**src/rtl/regfile_pkg.sv**
```systemverilog
// Shared constants and helpers for the multi-port register file and its scoreboard.
package regfile_pkg;

  localparam int unsigned DEF_ADDR_WIDTH = 5;
  localparam int unsigned DEF_DATA_WIDTH = 32;
  localparam int unsigned ZERO_REG       = 0;

  // Widest busy vector the popcount helper accepts (ADDR_WIDTH up to 8).
  localparam int unsigned MAX_REGS = 256;

  function automatic logic [8:0] popcount(input logic [MAX_REGS-1:0] v);
    logic [8:0] n;
    n = '0;
    for (int unsigned i = 0; i < MAX_REGS; i++) begin
      n = n + 9'(v[i]);
    end
    return n;
  endfunction

endpackage

```
**src/rtl/regfile_rd_port.sv**
```systemverilog
// One combinational read port: zero-index masking, write bypass and busy masking.
module regfile_rd_port
  import regfile_pkg::*;
#(
  parameter int unsigned ADDR_WIDTH = DEF_ADDR_WIDTH,
  parameter int unsigned DATA_WIDTH = DEF_DATA_WIDTH,
  parameter int unsigned NUM_WR     = 1,
  parameter bit          BYPASS     = 1'b1
) (
  input  logic [ADDR_WIDTH-1:0]        i_rd_addr,
  input  logic [DATA_WIDTH-1:0]        i_stored_data,
  input  logic                         i_stored_busy,
  input  logic [NUM_WR-1:0]            i_wr_en,
  input  logic [NUM_WR*ADDR_WIDTH-1:0] i_wr_addr,
  input  logic [NUM_WR*DATA_WIDTH-1:0] i_wr_data,
  output logic [DATA_WIDTH-1:0]        o_rd_data,
  output logic                         o_rd_busy
);

  localparam logic [ADDR_WIDTH-1:0] ZERO_IDX = ADDR_WIDTH'(ZERO_REG);

  always_comb begin
    o_rd_data = i_stored_data;
    o_rd_busy = i_stored_busy;
    // Ascending scan so the highest-numbered matching write port is the one forwarded.
    for (int unsigned k = 0; k < NUM_WR; k++) begin
      if (BYPASS && i_wr_en[k] && (i_wr_addr[k*ADDR_WIDTH +: ADDR_WIDTH] == i_rd_addr)) begin
        o_rd_data = i_wr_data[k*DATA_WIDTH +: DATA_WIDTH];
        o_rd_busy = 1'b0;
      end
    end
    if (i_rd_addr == ZERO_IDX) begin
      o_rd_data = '0;
      o_rd_busy = 1'b0;
    end
  end

endmodule

```
**src/rtl/regfile_mp.sv**
```systemverilog
// Multi-port register file (x0 hardwired to zero) with a busy-bit scoreboard for hazard stalls.
module regfile_mp
  import regfile_pkg::*;
#(
  parameter int unsigned ADDR_WIDTH = DEF_ADDR_WIDTH,
  parameter int unsigned DATA_WIDTH = DEF_DATA_WIDTH,
  parameter int unsigned NUM_RD     = 2,
  parameter int unsigned NUM_WR     = 1,
  parameter bit          BYPASS     = 1'b1
) (
  input  logic                         clk,
  input  logic                         rst_n,
  input  logic [NUM_RD*ADDR_WIDTH-1:0] rd_addr_i,
  output logic [NUM_RD*DATA_WIDTH-1:0] rd_data_o,
  output logic [NUM_RD-1:0]            rd_busy_o,
  input  logic [NUM_WR-1:0]            wr_en_i,
  input  logic [NUM_WR*ADDR_WIDTH-1:0] wr_addr_i,
  input  logic [NUM_WR*DATA_WIDTH-1:0] wr_data_i,
  input  logic                         issue_en_i,
  input  logic [ADDR_WIDTH-1:0]        issue_rd_i,
  output logic                         issue_ok_o,
  output logic [ADDR_WIDTH:0]          pending_cnt_o,
  input  logic [ADDR_WIDTH-1:0]        dbg_addr_i,
  output logic [DATA_WIDTH-1:0]        dbg_data_o
);

  localparam int unsigned           DEPTH    = 2 ** ADDR_WIDTH;
  localparam logic [ADDR_WIDTH-1:0] ZERO_IDX = ADDR_WIDTH'(ZERO_REG);

  logic [DATA_WIDTH-1:0] r_regs [DEPTH];
  logic [DEPTH-1:0]      r_busy;
  logic [DEPTH-1:0]      w_busy_nxt;
  logic [MAX_REGS-1:0]   w_busy_ext;
  logic [ADDR_WIDTH:0]   r_pending;
  logic [ADDR_WIDTH:0]   w_pending_nxt;

  // Highest write port is applied last, so it wins on an index collision.
  always_ff @(posedge clk or negedge rst_n) begin
    if (!rst_n) begin
      r_regs <= '{default: '0};
    end else begin
      for (int unsigned k = 0; k < NUM_WR; k++) begin
        if (wr_en_i[k] && (wr_addr_i[k*ADDR_WIDTH +: ADDR_WIDTH] != ZERO_IDX)) begin
          r_regs[wr_addr_i[k*ADDR_WIDTH +: ADDR_WIDTH]] <= wr_data_i[k*DATA_WIDTH +: DATA_WIDTH];
        end
      end
    end
  end

  assign issue_ok_o = issue_en_i && ((issue_rd_i == ZERO_IDX) || !r_busy[issue_rd_i]);

  // Set is applied after the clears so an accepted issue overrides a same-cycle write.
  always_comb begin
    w_busy_nxt = r_busy;
    for (int unsigned k = 0; k < NUM_WR; k++) begin
      if (wr_en_i[k]) begin
        w_busy_nxt[wr_addr_i[k*ADDR_WIDTH +: ADDR_WIDTH]] = 1'b0;
      end
    end
    if (issue_ok_o && (issue_rd_i != ZERO_IDX)) begin
      w_busy_nxt[issue_rd_i] = 1'b1;
    end
  end

  always_comb begin
    w_busy_ext              = '0;
    w_busy_ext[DEPTH-1:0]   = w_busy_nxt;
    w_pending_nxt           = (ADDR_WIDTH+1)'(popcount(w_busy_ext));
  end

  always_ff @(posedge clk or negedge rst_n) begin
    if (!rst_n) begin
      r_busy    <= '0;
      r_pending <= '0;
    end else begin
      r_busy    <= w_busy_nxt;
      r_pending <= w_pending_nxt;
    end
  end

  assign pending_cnt_o = r_pending;
  assign dbg_data_o    = r_regs[dbg_addr_i];

  for (genvar j = 0; j < NUM_RD; j++) begin : g_rd
    logic [ADDR_WIDTH-1:0] w_rd_addr;
    assign w_rd_addr = rd_addr_i[j*ADDR_WIDTH +: ADDR_WIDTH];

    regfile_rd_port #(
      .ADDR_WIDTH (ADDR_WIDTH),
      .DATA_WIDTH (DATA_WIDTH),
      .NUM_WR     (NUM_WR),
      .BYPASS     (BYPASS)
    ) u_rd_port (
      .i_rd_addr     (w_rd_addr),
      .i_stored_data (r_regs[w_rd_addr]),
      .i_stored_busy (r_busy[w_rd_addr]),
      .i_wr_en       (wr_en_i),
      .i_wr_addr     (wr_addr_i),
      .i_wr_data     (wr_data_i),
      .o_rd_data     (rd_data_o[j*DATA_WIDTH +: DATA_WIDTH]),
      .o_rd_busy     (rd_busy_o[j])
    );
  end

endmodule

```
**config.mk**
```make
export PLATFORM = sky130hd
export DESIGN_NAME = regfile_mp
export DESIGN_NICKNAME = d
export VERILOG_FILES = /design/src/rtl/regfile_pkg.sv /design/src/rtl/regfile_rd_port.sv /design/src/rtl/regfile_mp.sv
export SDC_FILE = /design/constraint.sdc
export NUM_CORES = 2
export LEC_CHECK = 0
export ABC_AREA = 1
export BUFFER_PORTS_ARGS = -buffer_cell sky130_fd_sc_hd__buf_2
export CORE_UTILIZATION = 30
export CTS_CLUSTER_SIZE = 12
export DETAILED_ROUTE_END_ITERATION = 16
export PLACE_DENSITY = 0.41
export SETUP_SLACK_MARGIN = 0.02
export SLEW_MARGIN = 15
export SYNTH_ARGS = -nofsm -noshare
export SYNTH_HDL_FRONTEND = slang
export SYNTH_HIERARCHICAL = 1
export SYNTH_SLANG_ARGS = --single-unit
export TNS_END_PERCENT = 10
```
**constraint.sdc**
```tcl
create_clock -name clk -period 6.9 [get_ports clk]
set_clock_uncertainty 0.2 [all_clocks]
set_input_delay 0.69 -clock clk [delete_from_list [all_inputs] [get_ports clk]]
set_output_delay 0.69 -clock clk [all_outputs]
set_load 0.05 [all_outputs]
```
---- Yosys cells after proc, flatten, opt, wreduce, memory -nomap -nowiden ----
Index checks and enable logic that the tools add are counted.
word-level totals
  register bits ........................... 1062
  input bits .............................. 61
cells by class
  bitwise gates (word level) .............. 7
  reduce and logical (&&, ||, !) cells .... 15
  add/subtract/negate cells ............... 31
  magnitude comparators ................... 11
  muxes and demuxes ....................... 32
  eq/ne operators ......................... 2
operators by type and width
  cell                count
  $bwmux 1024         1
  $bmux 32 s5         3
  $mux 32             13
  $demux 32 s5        1
  $add 6x1->6         26
  $and 32x32->32      1
  $not 32->32         1
  $or 32x32->32       1
  $ge 6x6->1 const B  4
  $lt 5x6->1 const B  4
  $not 5->6           4
  $bmux 1 s5          3
  $logic_not 5->1     3
  $demux 1 s5         2
  $eq 5x5->1          2
  $ge 5x1->1 const B  2
  $reduce_bool 5->1   2
  $mux 1              9
  $logic_and 1x1->1   8
  $add 5x1->6         1
  $lt 6x1->1 const B  1
  $add 4x1->5         1
  $add 3x1->4         1
  $add 2x1->3         1
  other kinds (3)     3

---- Depth between registers and ports, before layout ----
  depth in word-level cells ............... 40
  depth in mapped cells ................... 29
  mapped depth without buffers ............ 27

---- Hierarchy ----
The synthesis kept the hierarchy.
modules (own cells, without submodules)
  module           area an instance (um^2)  cells each  times used  seq. area each (um^2)
  regfile_mp       66926.7                  9481        1           26575.5
  regfile_rd_port  785.8                    202         2           0.0

---- Worst setup path after synthesis ----
No wires, ideal clock.
  path type ............................... input to register
  start ................................... input port issue_rd_i[0]
  end ..................................... register r_pending[4], in the netlist pending_cnt_o[4]
  buffers on the path ..................... 2
  stages .................................. 25
  arrival time ............................ 5799 ps
  path slack .............................. 779 ps
  required time ........................... 6579 ps
  library setup time ...................... 121 ps
  cell sequence ........................... buf_2 > nand2_1 > nand2_1 > nand2_1 > nand2_1 > nand2_1 > nand2_1 > nor2_1 > nand4_4 > buf_4 > o21ai_1 > fa_1 > fa_1 > inv_1 > fa_1 > fa_1 > inv_1 > fa_1 > fa_1 > inv_1 > ha_1 > inv_1 > fa_1 > o21a_1 > xor2_1
on the way
  longest elaborated chain between the ends .. 38
  elaborated cells on any way between the ends .. 46
RTL lines
  what                                                                RTL line           RTL
  start: declaration                                                  regfile_mp.sv:20   input logic [ADDR_WIDTH-1:0] issue_rd_i,
  parallel branches: the longest is 6 deep, another holds $lt 5x6->1  n/a
  $mux 32 *                                                           regfile_mp.sv:60   if (issue_ok_o && (issue_rd_i != ZERO_IDX)) begin
  $add 1x1->2                                                         regfile_pkg.sv:15  n = n + 9'(v[i]);
  $add 2x1->3                                                         regfile_pkg.sv:15
  $add 3x1->4                                                         regfile_pkg.sv:15
  $add 4x1->5                                                         regfile_pkg.sv:15
  $add 5x1->6                                                         regfile_pkg.sv:15
  $add 6x1->6 (25 in series)                                          regfile_pkg.sv:15
  $add 6x1->6 *                                                       regfile_pkg.sv:15
  named net w_pending_nxt[4]                                          regfile_mp.sv:35   logic [ADDR_WIDTH:0] w_pending_nxt;
  end signal: assignment                                              regfile_mp.sv:77   r_pending <= w_pending_nxt;
  end: declaration                                                    regfile_mp.sv:34   logic [ADDR_WIDTH:0] r_pending;
Mark *: on every way through the listed nets, which the timed path passes. The select of a mux whose other input is x is not followed.
A chain may end at the register's enable or synchronous reset.

---- Final worst setup path ----
  start ................................... register r_busy[31]
  end ..................................... register r_pending[4], in the netlist pending_cnt_o[4]
on the way
  elaborated cells on any way between the ends .. 41
RTL lines
  what                          RTL line           RTL
  start: declaration            regfile_mp.sv:31   logic [DEPTH-1:0] r_busy;
  start signal: assignment      regfile_mp.sv:76   r_busy <= w_busy_nxt;
  $bmux 1 s5                    regfile_mp.sv:50   assign issue_ok_o = issue_en_i && ((issue_rd_i == ZERO_IDX) || !r_busy[issue_rd_i]);
  $mux 1 (implied by the code)  regfile_mp.sv:50
  $logic_not 1->1               regfile_mp.sv:50
  $logic_or 1x1->1              regfile_mp.sv:50
  $logic_and 1x1->1             regfile_mp.sv:50
  $logic_and 1x1->1             regfile_mp.sv:60
  $mux 32                       regfile_mp.sv:60
  named net w_busy_nxt[21]      regfile_mp.sv:32   logic [DEPTH-1:0] w_busy_nxt;
  $add 6x1->6 (11 in series)    regfile_pkg.sv:15
  named net w_pending_nxt[4]    regfile_mp.sv:35
The timed path passes the listed nets, and every way through them passes these cells. The select of a mux whose other input is x is not followed.

==> results.py <==
metrics = {
    "sta": {
        "fin_crit_ns": 6.15,
        "final_max_slew_viol_count": 0,
        "grt_setup_unrepaired": "no",
        "setup_tns_ns": 0,
        "final.period_utilization_pct": 89.1,
        "achievable-frequency_mhz": 163,
        "finalWorstSetupSlack_ns": 0.754,
        "setup_violations": 0,
        "tightest_slew_ns": 1.27,
        "slew-limit-headroom_pct": 15.2,
        "worst_slack_on_hold_paths_ns": 0.0480,
        "timing.final.hold_violations": 0,
    },
    "synthesis": {
        "postSynthAreaPerCell_sq_um": 6.93,
        "synth_simple_gate_area_share_pct": 20.2,
        "netlist_area_sq_um": 68500,
        "synth.area.mux_share_pct": 0,
        "synthDistinctLibCells": 34,
        "synth_xor_xnor_area_share_pct": 0.0384,
        "synth_seq_cells": 1062,
        "synth_compound_area_share_pct": 31.7,
        "yosys_warnings": 6,
        "synth.net_count": 9977,
        "largest_family_of_logic_cells_by_synthesized_area": "compound AO/OA/AOI/OAI gates",
        "synthAdderAreaFrac_pct": 0.829,
        "synth_sequential_area_ratio_pct": 38.8,
        "netlist_instances": 9885,
    },
    "placement": {
        "post-dp-hpwl_mm": 217,
        "post-place-ws_ns": 0.145,
        "buffers_added_on_ports": 165,
        "dp.cells": 12260,
        "globalplace.congestion": 0.869,
    },
    "final_layout": {
        "fraction_of_final_layout_cells_with_drive_strength_greater_than_1_pct": 6.84,
        "most_common_cell_after_layout_fill_and_taps_aside": "o21ai_0",
        "multi_input_comb_area_sq_um": 36300,
        "design.final.nets": 9490,
        "layout_common_cells": "o21ai_0 (2,388), nor2_1 (1,625), nand2_1 (1,430)",
        "nFillCells": 24131,
        "utilization_pct": 33.4,
        "ff_latch_area_sq_um": 26600,
        "area_delta_synth_final_pct": 10.8,
        "finish.cell_count_without_fillers": 12548,
    },
    "drt": {
        "met1Wirelength_mm": 157,
        "detailroute.wirelength.met2_mm": 171,
        "routed_wirelength_mm": 386,
        "drt-pass1-iter-count": 9,
        "route.detailed.wl_per_inst_um": 30.7,
        "met3_length_mm": 30.9,
        "drc": 0,
        "drt_first_iter_violations": 10029,
        "drt.antenna.violating_nets": 0,
        "route.detailed.vias_per_inst": 5.98,
        "top_signal_layer_used": "met5",
        "num_vias": 75038,
    },
    "floorplanning": {
        "fp-row-count": 175,
        "height_of_the_die_um": 480,
        "ioPinCount": 166,
        "start_util_pct": 30.2,
        "die_width_um": 480,
        "floorplan.die_area_sq_um": 230000,
        "core_area_sq_um": 227000,
    },
    "worst_hold_path": {
        "hp-class": "in2reg",
        "worstHoldPathCells": 3,
    },
    "cts": {
        "clock_edge_transition_at_the_registers_on_the_reported_setup_and_hold_paths_ns": 0.06,
        "clock_latency_of_the_later_clocked_register_in_the_worst_skew_pair_ns": 0.81,
        "cts_made_buffers": 141,
        "clock_tree.root_cell": "clkbuf_16",
        "clk_path_buf_depth": 3,
        "cts_tree": "done",
        "cts_max_level": 4,
        "tritoncts_num_sinks": 1062,
        "setup_repair_bufs_after_cts": 0,
    },
    "critical_path": {
        "r2r.worst_path.cells": 25,
        "cp_max_fo": 30,
        "critPathLaunchType": "register",
        "crit_type": "reg2reg",
        "data_required_critical_path_ns": 7.38,
        "capturing_element_type_of_the_critical_path": "register",
        "critical_path_arrival_ns": 6.63,
    },
    "status": {
        "run_status": "complete, no violations",
    },
    "global_routing": {
        "maximum_number_of_pins_on_one_net_before_global_route_repair": 171,
        "initial_antenna_violation_count": 22,
        "track_usage_pct": 32.7,
        "wire_length_of_the_first_global_routing_pass_mm": 545,
        "grt_pass1_vias": 71044,
        "grt_overflow": 0,
    },
    "job": {
        "max_cap_violations": 0,
    },
    "power_and_ir_drop": {
        "pwr_density_cell_nw_per_um2": 318,
        "worst_ir_drop_vdd_mv": 2.32,
        "power.static_leakage_nw": 32.2,
    },
}
==> routing by layer <==
metal / vias to the layer above / track usage [%]
met2: 4277 / 51.2
met3: 914 / 5.27
met4: 10 / 20.6
met1: 36815 / 42.0
li1: 33022 / -
met5: - / 0
==> final cells by class <==
cell class / instances / share of cell area, %
multi-input cells: 7435 / 47.8
flip-flops and latches: 1062 / 35.0
clock buffers: 220 / 5.74
well taps: 3009 / 4.96
repair buffers: 363 / 3.88
inverters: 395 / 2.09
clock inverters: 36 / 0.480
diodes: 28 / 0.0923
==> worst max-delay path, stage by stage, from the launching register on <==
cell and delay [ns]:
dfrtp_1 0.43, nand2_1 0.09, nand2_1 0.06, nand2_1 0.05, nand2_1 0.07, nand2_1 0.06, nand2_1 0.06, nor2_1 0.22
nand4_4 0.21, buf_12 0.22, o21ai_1 0.23, fa_1 0.46, inv_1 0.08, fa_1 0.40, inv_1 0.08, fa_1 0.44
fa_1 0.56, inv_1 0.05, fa_1 0.51, fa_1 0.43, inv_1 0.07, ha_1 0.15, inv_1 0.06, fa_1 0.45
o21a_1 0.21, xor2_1 0.14
==> what timing repair did <==
| item | in CTS | in global routing |
|---|---|---|
| endpoints found under the hold margin | 55 | 0 |
| hold buffers | 4 | 0 |
| resized for setup | 0 | 0 |
==> synthesized netlist by cell type, drive strengths merged <==
library cell | count | share of area (%)
o22ai | 48 | 0.44
o221ai | 384 | 4.9
o21bai | 4 | 0.044
nand2 | 1440 | 7.9
o211ai | 220 | 2.4
xor2 | 2 | 0.026
nor2 | 1642 | 9.1
inv | 392 | 2.2
o21a | 54 | 0.59
nor3 | 18 | 0.16
xnor2 | 1 | 0.013
o21ai | 2507 | 18
a21oi | 676 | 4.9
buf | 364 | 2.8
dfrtp | 1062 | 39
a31oi | 4 | 0.037
and2 | 13 | 0.12
clkinv | 3 | 0.016
nand3 | 387 | 2.8
nand4 | 4 | 0.058
clkbuf | 629 | 3.5
fa | 24 | 0.70
ha | 7 | 0.13
==> worst paths after layout <==
| path | slack [ns] | end | from |
|---|---|---|---|
| max in group asynchronous | 4.58 | r_regs[973]$_DFFE_PN0P_ | rst_n |
| hold / removal | 0.05 | r_regs[294]$_DFFE_PN0P_ | wr_data_i[6] |
| setup reg to reg | 0.75 | pending_cnt_o[4]$_DFF_PN0_ | r_busy[31]$_DFF_PN0_ |
| hold reg to reg | 0.23 | r_regs[1011]$_DFFE_PN0P_ | r_regs[1011]$_DFFE_PN0P_ |
| min in group asynchronous | 0.28 | r_regs[398]$_DFFE_PN0P_ | rst_n |
| setup / recovery | 0.75 | pending_cnt_o[4]$_DFF_PN0_ | r_busy[31]$_DFF_PN0_ |
==> report_power, final <==
| group | switching, mW | internal, mW | total (mW) | leakage, nW |
|---|---|---|---|---|
| Clock | 3.14 | 4.55 | 7.69 | 2.33 |
| Sequential | 1.21 | 7.56 | 8.77 | 13.3 |
| Combinational | 4.87 | 2.78 | 7.66 | 16.6 |
==> sequential cells by signal, summed over array words and instances (netlist names) <==
register and count:
pending_cnt_o 6, r_regs 1024, r_busy 32
==> cell families after synthesis <==
family                   Yosys count
AND/OR/NAND/NOR                 3504
adder cells (fa/ha/maj)           31
buffers and inverters           1388
XOR/XNOR                           3
AO/OA/AOI/OAI                   3897
flip-flops                      1062
==> metrics by stage <==
stage,area [sq um],total power [mW]
3_5_place_dp,71100,16.4
6_report,75900,24.1
2_1_floorplan,68500,13.7
5_1_grt,75900,25.7
4_1_cts,75800,24.2
3_3_place_gp,71100,16.4
No activity file was read; power rests on OpenSTA's default activity.
